**config.mk**
```make
export PLATFORM = sky130hd
export DESIGN_NAME = uart_program_loader_flat
export DESIGN_NICKNAME = d
export VERILOG_FILES = /design/src/rtl/uart_program_loader_if.sv /design/src/rtl/uart_program_loader.sv /design/src/flat_wrapper.sv
export SDC_FILE = /design/constraint.sdc
export NUM_CORES = 1
export LEC_CHECK = 0
export CORE_ASPECT_RATIO = 1.4
export CORE_MARGIN = 5
export CORE_UTILIZATION = 53
export DETAILED_ROUTE_END_ITERATION = 8
export PLACE_DENSITY_LB_ADDON = 0.05
export SETUP_SLACK_MARGIN = 0.5
export SYNTH_ARGS = -nofsm -noshare
export SYNTH_HDL_FRONTEND = slang
export SYNTH_SLANG_ARGS = --single-unit
export TNS_END_PERCENT = 30
```
**constraint.sdc**
```tcl
create_clock -name clk -period 4.04 [get_ports clk]
set_input_delay 0.808 -clock clk [delete_from_list [all_inputs] [get_ports clk]]
set_output_delay 0.808 -clock clk [all_outputs]
set_load 0.05 [all_outputs]
```
**src/rtl/uart_program_loader_if.sv**
```systemverilog
// Loader bus: UART byte stream in, ack byte out, instruction-memory write port and core control.
// The DUT side is the slave modport; the UART/memory/core environment is the master.
interface uart_program_loader_if #(
    parameter int IWIDTH  = 32,
    parameter int IAWIDTH = 16
);
    logic [7:0]         rx_data;
    logic               rx_valid;
    logic [7:0]         tx_data;
    logic               tx_valid;
    logic               tx_ready;
    logic               imem_we;
    logic [IAWIDTH-1:0] imem_addr;
    logic [IWIDTH-1:0]  imem_wdata;
    logic               cpu_rstn;
    logic               loading;
    logic               load_err;

    modport master (
        output rx_data, rx_valid, tx_ready,
        input  tx_data, tx_valid, imem_we, imem_addr, imem_wdata,
               cpu_rstn, loading, load_err
    );

    modport slave (
        input  rx_data, rx_valid, tx_ready,
        output tx_data, tx_valid, imem_we, imem_addr, imem_wdata,
               cpu_rstn, loading, load_err
    );
endinterface

```
**src/rtl/uart_program_loader.sv**
```systemverilog
// Boot loader: receives a big-endian word count followed by big-endian instruction words,
// writes them to instruction memory from address 0, acks over TX, then releases the core.
module uart_program_loader #(
    parameter int         IWIDTH   = 32,
    parameter int         IAWIDTH  = 16,
    parameter int         DEPTH    = 65536,
    parameter logic [7:0] ACK_BYTE = 8'hAA
) (
    input logic                clk,
    input logic                rstn,
    uart_program_loader_if.slave bus
);

    typedef enum logic [2:0] {
        S_LEN  = 3'd0,
        S_DATA = 3'd1,
        S_ACK  = 3'd2,
        S_RUN  = 3'd3,
        S_ERR  = 3'd4
    } state_t;

    state_t             state_q, state_d;
    logic [1:0]         byte_cnt_q, byte_cnt_d;
    logic [31:0]        len_q, len_d;
    logic [IWIDTH-1:0]  word_q, word_d;
    logic [IAWIDTH:0]   word_cnt_q, word_cnt_d;
    logic               we_q, we_d;
    logic [IAWIDTH-1:0] addr_q, addr_d;
    logic [IWIDTH-1:0]  wdata_q, wdata_d;
    logic [7:0]         tx_data_q, tx_data_d;
    logic               tx_valid_q, tx_valid_d;
    logic               cpu_rstn_q, cpu_rstn_d;
    logic               loading_q, loading_d;
    logic               load_err_q, load_err_d;

    logic [31:0]        len_shift;
    logic [IWIDTH-1:0]  word_shift;

    always_comb begin
        state_d    = state_q;
        byte_cnt_d = byte_cnt_q;
        len_d      = len_q;
        word_d     = word_q;
        word_cnt_d = word_cnt_q;
        we_d       = 1'b0;
        addr_d     = addr_q;
        wdata_d    = wdata_q;
        tx_data_d  = ACK_BYTE;
        len_shift  = {len_q[23:0], bus.rx_data};
        word_shift = {word_q[IWIDTH-9:0], bus.rx_data};

        case (state_q)
            S_LEN: begin
                if (bus.rx_valid) begin
                    len_d      = len_shift;
                    byte_cnt_d = byte_cnt_q + 2'd1;
                    if (byte_cnt_q == 2'd3) begin
                        if (len_shift > 32'(DEPTH))
                            state_d = S_ERR;
                        else if (len_shift == 32'd0)
                            state_d = S_ACK;
                        else
                            state_d = S_DATA;
                    end
                end
            end
            S_DATA: begin
                // Reception continues during the write cycle, so a byte there is never dropped.
                if (bus.rx_valid) begin
                    word_d     = word_shift;
                    byte_cnt_d = byte_cnt_q + 2'd1;
                    if (byte_cnt_q == 2'd3) begin
                        we_d       = 1'b1;
                        addr_d     = word_cnt_q[IAWIDTH-1:0];
                        wdata_d    = word_shift;
                        word_cnt_d = word_cnt_q + 1'b1;
                    end
                end
                // word_cnt already counts the word being written, so compare it directly to N.
                if (we_q && (word_cnt_q == len_q[IAWIDTH:0]))
                    state_d = S_ACK;
            end
            S_ACK: begin
                if (tx_valid_q && bus.tx_ready)
                    state_d = S_RUN;
            end
            default: begin
                state_d = state_q;
            end
        endcase

        // Status outputs are registered copies of the next state, so they never glitch.
        tx_valid_d = (state_d == S_ACK);
        cpu_rstn_d = (state_d == S_RUN);
        loading_d  = (state_d == S_LEN) || (state_d == S_DATA) || (state_d == S_ACK);
        load_err_d = (state_d == S_ERR);
    end

    always_ff @(posedge clk or negedge rstn) begin
        if (!rstn) begin
            state_q    <= S_LEN;
            byte_cnt_q <= 2'd0;
            len_q      <= '0;
            word_q     <= '0;
            word_cnt_q <= '0;
            we_q       <= 1'b0;
            addr_q     <= '0;
            wdata_q    <= '0;
            tx_data_q  <= ACK_BYTE;
            tx_valid_q <= 1'b0;
            cpu_rstn_q <= 1'b0;
            loading_q  <= 1'b0;
            load_err_q <= 1'b0;
        end else begin
            state_q    <= state_d;
            byte_cnt_q <= byte_cnt_d;
            len_q      <= len_d;
            word_q     <= word_d;
            word_cnt_q <= word_cnt_d;
            we_q       <= we_d;
            addr_q     <= addr_d;
            wdata_q    <= wdata_d;
            tx_data_q  <= tx_data_d;
            tx_valid_q <= tx_valid_d;
            cpu_rstn_q <= cpu_rstn_d;
            loading_q  <= loading_d;
            load_err_q <= load_err_d;
        end
    end

    assign bus.tx_data    = tx_data_q;
    assign bus.tx_valid   = tx_valid_q;
    assign bus.imem_we    = we_q;
    assign bus.imem_addr  = addr_q;
    assign bus.imem_wdata = wdata_q;
    assign bus.cpu_rstn   = cpu_rstn_q;
    assign bus.loading    = loading_q;
    assign bus.load_err   = load_err_q;

endmodule

```
**src/flat_wrapper.sv**
```systemverilog
// flat-port wrapper written by rule: the top's interface ports become plain ports
module uart_program_loader_flat 
#(
    parameter int         IWIDTH   = 32,
    parameter int         IAWIDTH  = 16,
    parameter int         DEPTH    = 65536,
    parameter logic [7:0] ACK_BYTE = 8'hAA
)
  (clk, rstn, bus_rx_data, bus_rx_valid, bus_tx_ready, bus_tx_data, bus_tx_valid, bus_imem_we, bus_imem_addr, bus_imem_wdata, bus_cpu_rstn, bus_loading, bus_load_err);
  uart_program_loader_if #(.IWIDTH(IWIDTH), .IAWIDTH(IAWIDTH)) bus_i ();
  input logic clk;
  input logic rstn;
  input wire logic [$bits(bus_i.rx_data)-1:0] bus_rx_data;
  input wire logic [$bits(bus_i.rx_valid)-1:0] bus_rx_valid;
  input wire logic [$bits(bus_i.tx_ready)-1:0] bus_tx_ready;
  output wire logic [$bits(bus_i.tx_data)-1:0] bus_tx_data;
  output wire logic [$bits(bus_i.tx_valid)-1:0] bus_tx_valid;
  output wire logic [$bits(bus_i.imem_we)-1:0] bus_imem_we;
  output wire logic [$bits(bus_i.imem_addr)-1:0] bus_imem_addr;
  output wire logic [$bits(bus_i.imem_wdata)-1:0] bus_imem_wdata;
  output wire logic [$bits(bus_i.cpu_rstn)-1:0] bus_cpu_rstn;
  output wire logic [$bits(bus_i.loading)-1:0] bus_loading;
  output wire logic [$bits(bus_i.load_err)-1:0] bus_load_err;
  assign bus_i.rx_data = bus_rx_data;
  assign bus_i.rx_valid = bus_rx_valid;
  assign bus_i.tx_ready = bus_tx_ready;
  assign bus_tx_data = bus_i.tx_data;
  assign bus_tx_valid = bus_i.tx_valid;
  assign bus_imem_we = bus_i.imem_we;
  assign bus_imem_addr = bus_i.imem_addr;
  assign bus_imem_wdata = bus_i.imem_wdata;
  assign bus_cpu_rstn = bus_i.cpu_rstn;
  assign bus_loading = bus_i.loading;
  assign bus_load_err = bus_i.load_err;
  uart_program_loader #(.IWIDTH(IWIDTH), .IAWIDTH(IAWIDTH), .DEPTH(DEPTH), .ACK_BYTE(ACK_BYTE)) u_core (.clk(clk), .rstn(rstn), .bus(bus_i));
endmodule
```
Yosys cells after proc, flatten, opt, wreduce, memory -nomap -nowiden
Cells that the tools add are included.
{"block": "totals", "regBits": 123, "in_bits": 12, "out_inout_bits": 61, "elab_cells": 45}
{"block": "op_classes", "add_sub_neg": 2, "order_cmp": 1, "eq_ne": 8, "n_mux": 10, "reduce_logical": 12}
{"operator": "greater-than comparator 32 x 17 -> 1 bit (second input constant)", "count": 1}
{"operator": "logical NOT 32 bit", "count": 1}
{"operator": "adder 17 x 1 -> 17 bit (second input constant)", "count": 1}
{"operator": "== test 17 bit", "count": 1}
{"operator": "2-to-1 mux 3 bit", "count": 5}
{"operator": "== test 3 x 2 -> 1 bit (second input constant)", "count": 3}
{"operator": "case mux 3 bit (3 select lines)", "count": 1}
{"operator": "== test 3 x 1 -> 1 bit (second input constant)", "count": 2}
{"operator": "logical NOT 3 bit", "count": 2}
{"operator": "AND reduction 2 bit", "count": 3}
{"operator": "== test 3 bit (second input constant)", "count": 1}
{"operator": "2-to-1 mux 1 bit", "count": 3}
{"operator": "AND reduction 3 bit", "count": 1}
{"operator": "adder 2 x 1 -> 2 bit (second input constant)", "count": 1}
{"operator": "== test 2 bit (second input constant)", "count": 1}
{"operator": "logical AND 1 bit", "count": 2}
{"operator": "logical OR 1 bit", "count": 2}
{"operator": "2-to-1 mux 2 bit", "count": 1}
{"operator": "OR reduction 2 bit", "count": 1}

Longest topological paths before layout
{"block": "logic_depth", "depth_word": 9, "depth_mapped": 8}

Worst setup path before layout
No wires, ideal clock.
{"block": "synth_timing", "path_type": "input -> register", "startpoint": "in bus_rx_valid", "endpoint": "reg u_core.len_q[0]", "setup_ns": 0.125, "arrival_ns": 1.917, "setup_slack_ns": 1.998, "stages": 5, "path_cell_list": "nor3b_2 nor2b_1 buf_2 buf_2 mux2_2"}
{"block": "synth_between", "elab_chain_cells": 1}
{"item": "start: declaration", "line": "flat_wrapper.sv:14", "rtl": "input wire logic [$bits(bus_i.rx_valid)-1:0] bus_rx_valid;"}
{"item": "AND reduction 2 bit (no line)"}
{"item": "end signal: assignment", "line": "uart_program_loader.sv:117", "rtl": "len_q <= len_d;"}
{"item": "end: declaration", "line": "uart_program_loader.sv:24", "rtl": "logic [31:0] len_q, len_d;"}
Every way passes these cells.
A chain may end at the register's enable or synchronous reset.

Final worst setup path
{"block": "layout_timing", "startpoint": "in bus_rx_valid", "endpoint": "reg u_core.len_q[18]"}
The elaborated chain is that of the path after synthesis.

==> results.toml <==
[setup_path]
worstSetupStartpointType = "input port"
path_class = "in2reg"
crit_required_ps = 4340
arrival_ps = 2870
reg2reg_depth = 4
end_kind = "flip-flop"
crit_fanout = 13

[sta]
min_period_ps = 2580
finalSetupTns_ps = 0
worst_slack_ps = 1460
hold_viol = 0
finalMaxSlewViolations = 0
period_share_pct = 63.8
rsz0062_at_grt = "false"
slew_headroom_pct = 43.4
tightestPinTransition_ps = 849
clock.fmax_mhz = 388
setup_viol = 0
skew_ps = 8.30

[clock_network]
cts_inserted_buffers = 17
ctsHoldBuffers = 0
cts_tree = "yes"
cts_max_level = 4
post-cts-setup-buffers = 0
cts_buffer_depth = 2
insertion_delay_ps = 410
clock-sinks = 123
ctsResizeCount = 0
path_clk_slew_ps = 50
cts_root_buf = "clkbuf_16"

[hold_path]
hold_path_class = "reg2reg"
worstHoldPathCells = 2

[yosys]
synth_cell_types = 35
postSynthAreaPerCell_um2 = 12.6
yosysWarningCount = 0
synthCells = 406
synthArstFlopShare_pct = 100
ys_seq_elements = 123
yosysSeqAreaShare_pct = 60.2
synth.area.top_cells = "dfrtp_1 (60%), mux2_2 (16%), nand2_1 (6.4%)"
synth_top_area_cell = "dfrtp_1"
synth_edf_count = 0
synthFlopType = "dfrtp_1"
synth_area_um2 = 5110
synth_top_cell_area_share_pct = 60.2

[global_routing]
grt_pass1_vias = 3495
gr-usage-all-layers_pct = 19.5
grt_pass1_wl_mm = 17.5
grt_start_max_net_pins = 67
antenna_found_initial = 0
gr-total-overflow = 0

[final_layout]
design_area_um2 = 6380
area_growth_pct = 24.8
insertedDiodeCount = 0
final.fill_count = 742
final_layout_size_suffix_gt1_share_pct = 23.8
nets = 488
fin_util_pct = 67.4

[detailed_routing]
routedWlPerCell_um = 17.2
ant_nets = 0
dr.pass1.iters = 4
vias_per_cell = 5.28
drc_errors = 0
wirelength_mm = 10.3
first_iter_violations = 131
num_vias = 3151

[job]
maxCapViolCount = 0

[floorplanning]
chipHeight_um = 126
ios = 73
dieArea_um2 = 11700
start_util_pct = 54.0
num_rows = 42
die-width_um = 93.0
core_area_um2 = 9460

[power_and_ir_drop]
ir_drop_uv = 260
pwr-share-comb_pct = 2.5
switching_share_pct = 21.6
pwr-share-seq_pct = 45.5
power_switching_mw = 0.590
p_clk_share_pct = 52.0
power.density_nw_per_um2 = 429
p_leak_nw = 3.24
power.internal_mw = 2.14

[placement]
place_congestion = 0.815
hpwl_mm = 6.84
pre_cts_ws_ps = 1050
io_buffers = 64
placed_cell_area_um2 = 5810

[outcome]
status = "finished clean"
-- worst max-delay path, stage by stage --
cell and delay, ps:
clkdlybuf4s50_1 480, nor3b_2 330, nor2b_2 580, buf_4 320, mux2_2 350
-- metal layers --
metal  vias up  part of all wire [%]  track usage, %
met5         -                     0               0
met4         0                   1.4            7.42
met3        12                   4.4            6.80
met2        62                    51            32.6
met1      1590                    43            23.0
li1       1487                     -               -
-- metrics by stage --
step / cells / hold WS (ps) / power, mW
after floorplan: 412 / 435 / 1.30
after global placement: 565 / 450 / 1.33
after detailed placement: 565 / 449 / 1.34
after CTS: 597 / 473 / 2.76
after global routing: 597 / 500 / 2.83
final: 597 / 469 / 2.73
-- synth_stat cells, types with 6 or more instances --
library cell  instances
buf_2                12
nand4_1               6
nor4_1               11
mux2_2               72
nand3_1               8
xnor2_1              15
buf_4                 9
xor2_1               20
nand2_1              87
dfrtp_1             123
-- power by group through the flow --
stage / Combinational, mW / Sequential, mW / Clock [mW]
final: 0.0692 / 1.24 / 1.42
after global routing: 0.0772 / 1.24 / 1.51
after CTS: 0.0714 / 1.24 / 1.45
after detailed placement: 0.0710 / 1.27 / 0
after global placement: 0.0698 / 1.27 / 0
after floorplan: 0.0327 / 1.26 / 0
-- sequential cells by signal, indices dropped and copies added (netlist names), 2 cells and up --
name                   cells
u_core.bus.imem_addr      16
u_core.bus.imem_wdata     32
u_core.byte_cnt_q          2
u_core.len_q              24
u_core.state_q             3
u_core.word_cnt_q         17
u_core.word_q             24
-- cell type report --
cell class | instances | area [um^2] | area share (%)
sequential | 123 | 3080 | 48.3
multi-input combinational | 261 | 1900 | 29.8
timing repair buffer | 68 | 681 | 10.7
clock buffer | 21 | 470 | 7.38
tap | 110 | 138 | 2.16
clock inverter | 11 | 95.1 | 1.49
inverter | 3 | 12.5 | 0.196
-- kinds of logic (layout without fill, tap and decap cells) --
logic type	Yosys count	in the layout	synth area share [%]
AND/OR/NAND/NOR	136	136	13.1
multiplexers	72	72	15.9
XOR/XNOR	35	35	6.00
buffers and inverters	28	103	3.04
flip-flops	123	123	60.2
AO/OA/AOI/OAI	8	8	1.18
adder cells (fa/ha/maj)	2	2	0.490
other	2	8	0.147
-- worst paths after layout --
kind / from / end / slack, ps
worst max-delay path: bus_rx_valid / u_core.len_q[18]$_DFFE_PN0P_ / 1460
worst min register to register: u_core.word_q[21]$_DFFE_PN0P_ / u_core.bus.imem_wdata[29]$_DFFE_PN0P_ / 470
worst min-delay path: u_core.word_q[21]$_DFFE_PN0P_ / u_core.bus.imem_wdata[29]$_DFFE_PN0P_ / 470
max in group asynchronous: rstn / u_core.word_q[21]$_DFFE_PN0P_ / 2770
min in group asynchronous: rstn / u_core.bus.imem_addr[6]$_DFFE_PN0P_ / 490
worst max register to register: u_core.state_q[2]$_DFF_PN0_ / u_core.len_q[18]$_DFFE_PN0P_ / 1860
-- placed cells by master (no fill, tap or decap), types with 2 or more instances in the layout --
master	instances
nor4_1	11
buf_4	4
nor3_1	3
nor2b_1	3
nor3b_2	2
nand2_1	87
nand3_1	8
xnor2_1	15
inv_1	2
ha_1	2
dfrtp_1	123
nand4_1	6
nor2_1	3
xor2_1	20
clkbuf_8	3
conb_1	8
a21oi_1	2
clkdlybuf4s50_1	63
clkbuf_16	17
clkinv_2	5
clkinvlp_4	6
mux2_2	72
and3_1	4
No activity file was read; power rests on OpenSTA's default activity.
